$ cat src/rtl/gray_pkg.sv
// Shared types and helpers for the Gray step scheduler.
// Holds the FSM state enum, Gray width and the Gray increment function.
package gray_pkg;

  typedef enum logic [1:0] {
    IDLE = 2'd0,
    RUN  = 2'd1,
    DONE = 2'd2
  } state_t;

  localparam int GRAY_W = 3;

  localparam logic [GRAY_W-1:0] GRAY_WRAP_FROM = 3'b100;

  // Next code in the 3-bit reflected Gray sequence.
  // Decode to binary, add one, re-encode.
  function automatic logic [GRAY_W-1:0] gray_next(
    input logic [GRAY_W-1:0] g
  );
    logic [GRAY_W-1:0] b;
    b[2] = g[2];
    b[1] = b[2] ^ g[1];
    b[0] = b[1] ^ g[0];
    b    = b + 3'd1;
    return b ^ (b >> 1);
  endfunction

endpackage

$ cat src/rtl/gray_core.sv
// 3-bit Gray step counter with clear and enable.
// Ports: Clk, Reset_n, Clr, En in; Value (code), Wrap_p (wrap this edge) out.
module gray_core
  import gray_pkg::*;
(
  input  logic              Clk,
  input  logic              Reset_n,
  input  logic              Clr,
  input  logic              En,
  output logic [GRAY_W-1:0] Value,
  output logic              Wrap_p
);

  always_ff @(posedge Clk or negedge Reset_n) begin
    if (!Reset_n) begin
      Value <= '0;
    end else if (Clr) begin
      Value <= '0;
    end else if (En) begin
      Value <= gray_next(Value);
    end
  end

  // High for the one cycle whose closing edge steps 100 -> 000,
  // so a consumer can register the wrap on the same edge.
  assign Wrap_p = En && !Clr && (Value == GRAY_WRAP_FROM);

endmodule

$ cat src/rtl/gray_step_sched.sv
// Round-robin scheduler sharing one Gray step counter among N requesters.
// Ports: Clk, Reset_n, Req[N], Len[N*LW] in; Gnt[N], Busy, Done, Gray, Wrap out.
module gray_step_sched
  import gray_pkg::*;
#(
  parameter int N  = 4,
  parameter int LW = 4
) (
  input  logic              Clk,
  input  logic              Reset_n,
  input  logic [N-1:0]      Req,
  input  logic [N*LW-1:0]   Len,
  output logic [N-1:0]      Gnt,
  output logic              Busy,
  output logic              Done,
  output logic [GRAY_W-1:0] Gray,
  output logic              Wrap
);

  localparam int IW = (N > 1) ? $clog2(N) : 1;

  state_t          state;
  state_t          state_nx;

  logic [IW-1:0]   ptr;
  logic [IW-1:0]   idx;
  logic [LW-1:0]   rem;
  logic [N-1:0]    gnt_q;
  logic            wrap_q;

  logic            hit;
  logic [IW-1:0]   pick;
  logic [N-1:0]    pick_oh;
  logic [LW-1:0]   len_sel;
  logic [IW-1:0]   ptr_nx;

  logic            core_clr;
  logic            core_en;
  logic            core_wrap;
  logic [GRAY_W-1:0] core_val;

  // Circular priority search starting at ptr. The loop runs from the
  // farthest offset down so the nearest requester wins.
  always_comb begin
    int j;
    logic [IW-1:0] jj;
    hit  = 1'b0;
    pick = '0;
    jj   = '0;
    for (int k = N - 1; k >= 0; k--) begin
      j = int'(ptr) + k;
      if (j >= N) j = j - N;
      jj = IW'(j);
      if (Req[jj]) begin
        hit  = 1'b1;
        pick = jj;
      end
    end
  end

  always_comb begin
    pick_oh = '0;
    len_sel = '0;
    for (int i = 0; i < N; i++) begin
      if (pick == IW'(i)) begin
        pick_oh[i] = 1'b1;
        len_sel    = Len[i*LW +: LW];
      end
    end
  end

  assign ptr_nx = (idx == IW'(N - 1)) ? '0 : idx + 1'b1;

  always_ff @(posedge Clk or negedge Reset_n) begin
    if (!Reset_n) begin
      state <= IDLE;
    end else begin
      state <= state_nx;
    end
  end

  always_comb begin
    state_nx = state;
    unique case (state)
      IDLE: begin
        if (hit) begin
          state_nx = (len_sel == '0) ? DONE : RUN;
        end
      end
      RUN: begin
        if (rem == LW'(1)) begin
          state_nx = DONE;
        end
      end
      DONE: begin
        state_nx = IDLE;
      end
      default: begin
        state_nx = IDLE;
      end
    endcase
  end

  always_comb begin
    Busy     = 1'b0;
    Done     = 1'b0;
    core_clr = 1'b0;
    core_en  = 1'b0;
    unique case (state)
      IDLE: begin
        core_clr = hit;
      end
      RUN: begin
        Busy    = 1'b1;
        core_en = 1'b1;
      end
      DONE: begin
        Busy = 1'b1;
        Done = 1'b1;
      end
      default: begin
        Busy = 1'b0;
      end
    endcase
  end

  // Job datapath: grant, remaining steps, pointer and sticky wrap.
  always_ff @(posedge Clk or negedge Reset_n) begin
    if (!Reset_n) begin
      gnt_q  <= '0;
      idx    <= '0;
      ptr    <= '0;
      rem    <= '0;
      wrap_q <= 1'b0;
    end else begin
      unique case (state)
        IDLE: begin
          if (hit) begin
            gnt_q  <= pick_oh;
            idx    <= pick;
            rem    <= len_sel;
            wrap_q <= 1'b0;
          end
        end
        RUN: begin
          rem <= rem - LW'(1);
          if (core_wrap) begin
            wrap_q <= 1'b1;
          end
        end
        DONE: begin
          gnt_q <= '0;
          ptr   <= ptr_nx;
        end
        default: begin
          gnt_q <= '0;
        end
      endcase
    end
  end

  gray_core u_core (
    .Clk     (Clk),
    .Reset_n (Reset_n),
    .Clr     (core_clr),
    .En      (core_en),
    .Value   (core_val),
    .Wrap_p  (core_wrap)
  );

  assign Gnt  = gnt_q;
  assign Gray = core_val;
  assign Wrap = wrap_q;

endmodule

$ cat config.mk
export PLATFORM = sky130hd
export DESIGN_NAME = gray_step_sched
export DESIGN_NICKNAME = d
export VERILOG_FILES = /design/src/rtl/gray_pkg.sv /design/src/rtl/gray_core.sv /design/src/rtl/gray_step_sched.sv
export SDC_FILE = /design/constraint.sdc
export NUM_CORES = 1
export LEC_CHECK = 0
export CAP_MARGIN = 5
export CORE_MARGIN = 1
export CORE_UTILIZATION = 48
export DETAILED_ROUTE_END_ITERATION = 6
export GPL_TIMING_DRIVEN = 0
export PLACE_DENSITY = 0.79
export SETUP_SLACK_MARGIN = 0.05
export SYNTH_ARGS = -nofsm -noshare
export SYNTH_HDL_FRONTEND = slang
export SYNTH_SLANG_ARGS = --single-unit
$ cat constraint.sdc
create_clock -name Clk -period 2.85 [get_ports Clk]
set_clock_uncertainty 0.15 [all_clocks]
set_input_delay 0.57 -clock Clk [delete_from_list [all_inputs] [get_ports Clk]]
set_output_delay 0.57 -clock Clk [all_outputs]
set_load 0.02 [all_outputs]
==> flow_metrics.py, run 1 <==
metrics = {
    "setup_path": {
        "critPathLaunchType": "input pin",
        "worst_setup_path_end_kind": "flop",
        "cp.required_ps": 2900,
        "reg2regPathDepth": 7,
        "critical_path_class": "in2reg",
        "startpoint": "Req[3]",
        "cp_max_fo": 10,
        "crit_arrival_ps": 2710,
        "reg2reg_from": "ptr[1]$_DFFE_PN0P_",
    },
    "route": {
        "final_antenna_net_count": 0,
        "num_vias": 1076,
        "drc": 0,
        "viasPerCell": 5.63,
        "post_drt_wl_per_cell_um": 14.2,
        "drt-total-wl_um": 2720,
        "drt_iter0_drc": 20,
        "drtPass1Iterations": 4,
    },
    "logic_synthesis": {
        "ys_top_cells_by_area": "dfrtp_1 37%, ha_1 7.2%, a22o_1 6.4%",
        "syn_nets": 157,
        "async_reset_ff_share_pct": 100,
        "synthTopCellsByCount": "18 x dfrtp_1, 11 x nand2_1, 10 x nor2_1",
        "avgSynthCellArea_um2": 9.55,
        "synth_top_area_share_pct": 36.8,
        "yosysMostFrequentCell": "dfrtp_1",
        "synth_edf_count": 0,
        "yosys.area.top_type": "dfrtp_1",
        "ys_seq_elements": 18,
        "syn_inst": 128,
        "synth_cell_types": 36,
        "ys_seq_area_share_pct": 36.8,
        "synthFlopType": "dfrtp_1",
        "synth_area_mm2": 0.00122,
        "yosys_warnings": 0,
    },
    "floorplan": {
        "start_util_pct": 53.2,
        "row_count": 17,
        "pin_count": 32,
        "core_area_mm2": 0.00230,
        "fp.dieW_um": 52.5,
        "fp.dieH_um": 52.5,
        "die_area_mm2": 0.00275,
    },
    "sta": {
        "setup_viol": 0,
        "hold_ws_ps": 394,
        "hold_viol_final": 0,
        "timing.slew.headroom_pct": 46.3,
        "fin_crit_sh_pct": 93.5,
        "slew_viol_final": 0,
        "rsz0062_at_grt": "no",
        "tightest_slew_ps": 803,
        "max_freq_mhz": 375,
        "setup_ws_ps": 185,
        "period_needed_ps": 2670,
    },
    "pwr": {
        "ir_drop_mv": 0.733,
        "total_power_mw": 1.70,
        "power.density_mw_per_mm2": 1060,
        "leakage_nw": 0.683,
    },
    "cells_and_area": {
        "nets": 193,
        "drive_above_1_share_pct": 11.7,
        "area_growth_pct": 31.2,
        "utilization_pct": 69.8,
        "post-route-cell-area_mm2": 0.00160,
        "antennaDiodeCount": 0,
    },
    "clocking": {
        "cts_buffers": 3,
        "cts_max_path_buffers": 2,
        "clock_sinks": 18,
        "h-tree-depth": 1,
        "clkLatencyLatePin_ps": 300,
        "path_clk_slew_ps": 100,
        "cts_resized": 0,
        "cts_setup_buffers": 0,
        "hold_buffers": 0,
        "tritoncts": "done",
        "cts-root-buf": "clkbuf_4",
    },
    "placed_design": {
        "port_buffers": 31,
        "place_ws_ps": -149,
        "post_dp_cell_area_mm2": 0.00157,
        "gp_congestion": 0.733,
        "dp_hpwl_um": 2120,
    },
    "grt": {
        "antenna_found_initial": 0,
        "grt_pass1_vias": 1022,
        "grt_overflow_total": 0,
        "gr-usage-all-layers_pct": 23.2,
        "grt_max_degree": 19,
        "grt_pass1_wl_um": 4590,
    },
    "min_path": {
        "hp-class": "reg2reg",
        "hold_depth": 1,
        "min_from": "idx[1]$_DFFE_PN0P_",
    },
    "flow_run": {
        "cap_violations": 0,
    },
    "outcome": {
        "status": "finished, final reports clean",
    },
}
[registers in the layout, summed over array words and instances (netlist names)]
name          flops
state             2
ptr               2
idx               2
Gnt               4
rem               4
Wrap              1
u_core.Value      3
[per-layer routing]
metal,up-vias,global-route usage (%),share of wire [%]
li1,535,-,-
met1,515,29.3,47
met2,22,39.5,49
met3,4,5.22,3.1
met4,0,6.58,0.88
met5,-,0,0
[through the flow]
stage / setup TNS (ps) / cells
global route: 0 / 191
detailed placement: -226 / 187
floorplan: 0 / 128
global placement: -72.5 / 187
finish: 0 / 191
CTS: 0 / 191
[path summary, 6_finish.rpt]
kind / endpoint / slack, ps
max reg2reg: state[0]$_DFFE_PN0P_ / 510
min in group asynchronous: idx[0]$_DFFE_PN0P_ / 580
min reg2reg: idx[1]$_DFFE_PN0P_ / 390
max: state[0]$_DFFE_PN0P_ / 180
max in group asynchronous: rem[1]$_DFFE_PN0P_ / 1480
min: idx[1]$_DFFE_PN0P_ / 390
[critical path, stage by stage]
cell and delay, ps:
clkdlybuf4s50_1 570, nand2_1 120, a311oi_4 470, buf_6 220, mux2i_1 200, a22o_1 160, nand4_1 130, a31o_2 260
[where the power goes]
part           total (mW)  internal [mW]  switching, mW
Combinational        1.05          0.506          0.548
Clock               0.160         0.0780         0.0817
Sequential          0.486          0.372          0.115
Total                1.70          0.956          0.744
[layout by cell type (no fill, tap or decap), types with 2 or more instances in the layout]
cell type and count:
a21oi_1 9, a21oi_2 2, a22o_1 9, a22oi_1 2, buf_2 2, clkbuf_1 4, clkbuf_4 3, clkdlybuf4s50_1 31
dfrtp_1 18, ha_1 7, inv_1 6, mux2_2 6, mux2i_1 7, nand2_1 11, nand2b_1 7, nor2_1 10
nor2b_1 2, o21ai_0 5, o21ai_1 2
[area by class of cell]
cell class / count / area [um2]
Inverter: 6 / 22.5
Multi-Input combinational cell: 97 / 713
Tap cell: 28 / 35.0
Sequential cell: 18 / 450
Buffer: 7 / 36.3
Timing Repair Buffer: 31 / 310
Fill cell: 186 / 693
Clock buffer: 4 / 36.3
[cells by family (layout without fill, tap and decap cells)]
logic type	count (synthesis)	in the layout	synth area share [%]
xor gates and xnor gates	1	1	0.717
muxes	13	13	11.3
adders and majority gates	7	7	7.16
and+or+nand+nor	37	37	15.3
buffers and inverters	13	48	4.81
DFF	18	18	36.8
AOI/OAI and AO/OA	39	39	24.0
Note: power is estimated with default switching activity, not from simulation.
==> run 2: changes to the inputs <==
--- a/config.mk
+++ b/config.mk
@@ -11,6 +11,7 @@
 export DETAILED_ROUTE_END_ITERATION = 6
 export GPL_TIMING_DRIVEN = 0
 export PLACE_DENSITY = 0.79
+export REMOVE_ABC_BUFFERS = 1
 export SETUP_SLACK_MARGIN = 0.05
 export SYNTH_ARGS = -nofsm -noshare
 export SYNTH_HDL_FRONTEND = slang
==> run 2 against run 1 <==
Against the previous run: count of clock-buffer cells in the layout is 1 lower; hold slack worse by 2.1 ps; utilization is 0.055 points lower; cell area hardly changed; critical path depth stayed put; critical path type unchanged; worst setup slack better by 89 ps; largest power group unchanged; maximum frequency is 3.5% higher; routed wire length is 4.4% lower; sequential power hardly changed; total power is 2.2% lower.
==> flow_metrics.py, run 2 (synthesis results as in run 1) <==
metrics = {
    "outcome": {
        "status": "finished, final reports clean",
    },
    "floorplan": {
        "fp.dieH_um": 52.5,
        "core_area_mm2": 0.00230,
        "fp.dieW_um": 52.5,
        "die_area_mm2": 0.00275,
        "row_count": 17,
        "pin_count": 32,
        "start_util_pct": 53.2,
    },
    "pwr": {
        "p_int_mw": 0.942,
        "leakage_nw": 0.680,
        "p_sw_mw": 0.720,
        "seqPwrFrac_pct": 29.4,
        "pwr-share-clk_pct": 7.2,
        "p_comb_share_pct": 63.4,
        "ir_drop_mv": 0.628,
        "power.density_mw_per_mm2": 1040,
        "total_power_mw": 1.66,
        "p_sw_share_pct": 43.3,
    },
    "setup_path": {
        "regToRegSetupSlack_ps": 660,
        "critical_path_class": "in2reg",
        "slowest_stage": "clkdlybuf4s50_1",
        "cp.required_ps": 2910,
        "worst_setup_path_end_kind": "flop",
        "crit_arrival_ps": 2640,
        "path_cells": "clkdlybuf4s50_1, inv_1, a21boi_0, o32a_1, a21oi_1, a22o_1, mux2_2, o21ai_1",
        "critPathLaunchType": "input pin",
        "max_stage_delay_ps": 580,
        "cp_max_fo": 13,
    },
    "clocking": {
        "cts_resized": 0,
        "path_clk_slew_ps": 90,
        "clock_sinks": 18,
        "clkLatencyLatePin_ps": 280,
        "h-tree-depth": 1,
        "tritoncts": "done",
        "cts-root-buf": "clkbuf_4",
        "cts_max_path_buffers": 2,
        "cts_buffers": 3,
    },
    "grt": {
        "antenna_found_initial": 0,
        "grt_max_degree": 21,
        "grt_overflow_total": 0,
        "gr-usage-all-layers_pct": 21.2,
        "grt_pass1_vias": 1053,
        "grt_pass1_wl_um": 4280,
    },
    "cells_and_area": {
        "nets": 190,
        "final_common_cell": "clkdlybuf4s50_1",
        "final_cell_mix": "31 x clkdlybuf4s50_1, 18 x dfrtp_1, 11 x nand2_1",
        "drive_above_1_share_pct": 12.6,
        "area_growth_pct": 31.1,
        "antennaDiodeCount": 0,
    },
    "placed_design": {
        "dp_hpwl_um": 1970,
        "port_buffers": 31,
        "gp_congestion": 0.779,
    },
    "sta": {
        "tightest_slew_ps": 790,
        "max_freq_mhz": 388,
        "period_needed_ps": 2580,
        "hold_viol_final": 0,
        "fin_crit_sh_pct": 90.4,
        "setup_viol": 0,
        "timing.slew.headroom_pct": 47.2,
        "hold_ws_ps": 392,
        "rsz0062_at_grt": "no",
        "slew_viol_final": 0,
        "finalSetupTns_ps": 0,
    },
    "route": {
        "final_antenna_net_count": 0,
        "viasPerCell": 5.75,
        "drtPass1Iterations": 4,
        "drc": 0,
        "post_drt_wl_per_cell_um": 13.9,
        "drt_iter0_drc": 18,
        "drt-total-wl_um": 2600,
        "num_vias": 1075,
    },
    "min_path": {
        "hp-class": "reg2reg",
    },
    "flow_run": {
        "cap_violations": 0,
    },
}
run 2: cell types whose count changed in the layout (fill, tap and decap cells not counted), sizes merged:
cell    previous run  this run
clkbuf             8         3
buf                3         4
run 2: critical path: cells and delay by family:
family / cells / cell delay (ps)
buffers and inverters: 2 / 650
muxes: 1 / 260
AOI/OAI and AO/OA: 5 / 1140
run 2: path summary, 6_finish.rpt:
kind / startpoint / endpoint / cells after the start
setup / recovery: Req[3] / rem[1]$_DFFE_PN0P_ / 8
hold / removal: rem[1]$_DFFE_PN0P_ / rem[1]$_DFFE_PN0P_ / 2
setup reg to reg: ptr[1]$_DFFE_PN0P_ / state[0]$_DFFE_PN0P_ / 9
hold reg to reg: rem[1]$_DFFE_PN0P_ / rem[1]$_DFFE_PN0P_ / 2
max in group asynchronous: Reset_n / rem[0]$_DFFE_PN0P_ / 1
min in group asynchronous: Reset_n / Gnt[0]$_DFFE_PN0P_ / 1
run 2: cell type report:
type,instances,area [um2]
Sequential cell,18,450
Fill cell,190,694
Tap cell,28,35.0
Multi-Input combinational cell,97,719
Clock buffer,3,22.5
Timing Repair Buffer,35,353
Inverter,6,22.5
run 2: power groups by stage:
stage | clock, mW | sequential (mW) | combinational, mW
finish | 0.120 | 0.489 | 1.05
global route | 0.130 | 0.504 | 1.17
CTS | 0.122 | 0.485 | 1.06
detailed placement | 0 | 0.491 | 1.02
global placement | 0 | 0.479 | 0.976
floorplan | 0 | 0.511 | 0.695
run 2: per-stage QoR:
| stage | instance area [um2] | util, % | instances | setup slack (ps) |
|---|---|---|---|---|
| 2_1_floorplan | 1190 | - | 121 | 120 |
| 3_3_place_gp | 1530 | 66.7 | 180 | -957 |
| 3_5_place_dp | 1550 | 67.3 | 181 | -314 |
| 4_1_cts | 1600 | 69.8 | 187 | 293 |
| 5_1_grt | 1600 | 69.8 | 187 | 182 |
| 6_report | 1600 | 69.8 | 187 | 274 |
run 2: repair_timing:
action                     4_1_cts  5_1_grt
buffers inserted                 3        0
setup endpoints to repair        1        0
hold buffers                     0        0
run 2: routing by layer:
layer  wire length [um]  track usage, %  vias up
li1                   -               -      526
met1               1120            24.5      504
met2               1330            38.6       39
met3                110            3.19        6
met4                 39            8.33        0
met5                  0               0        -
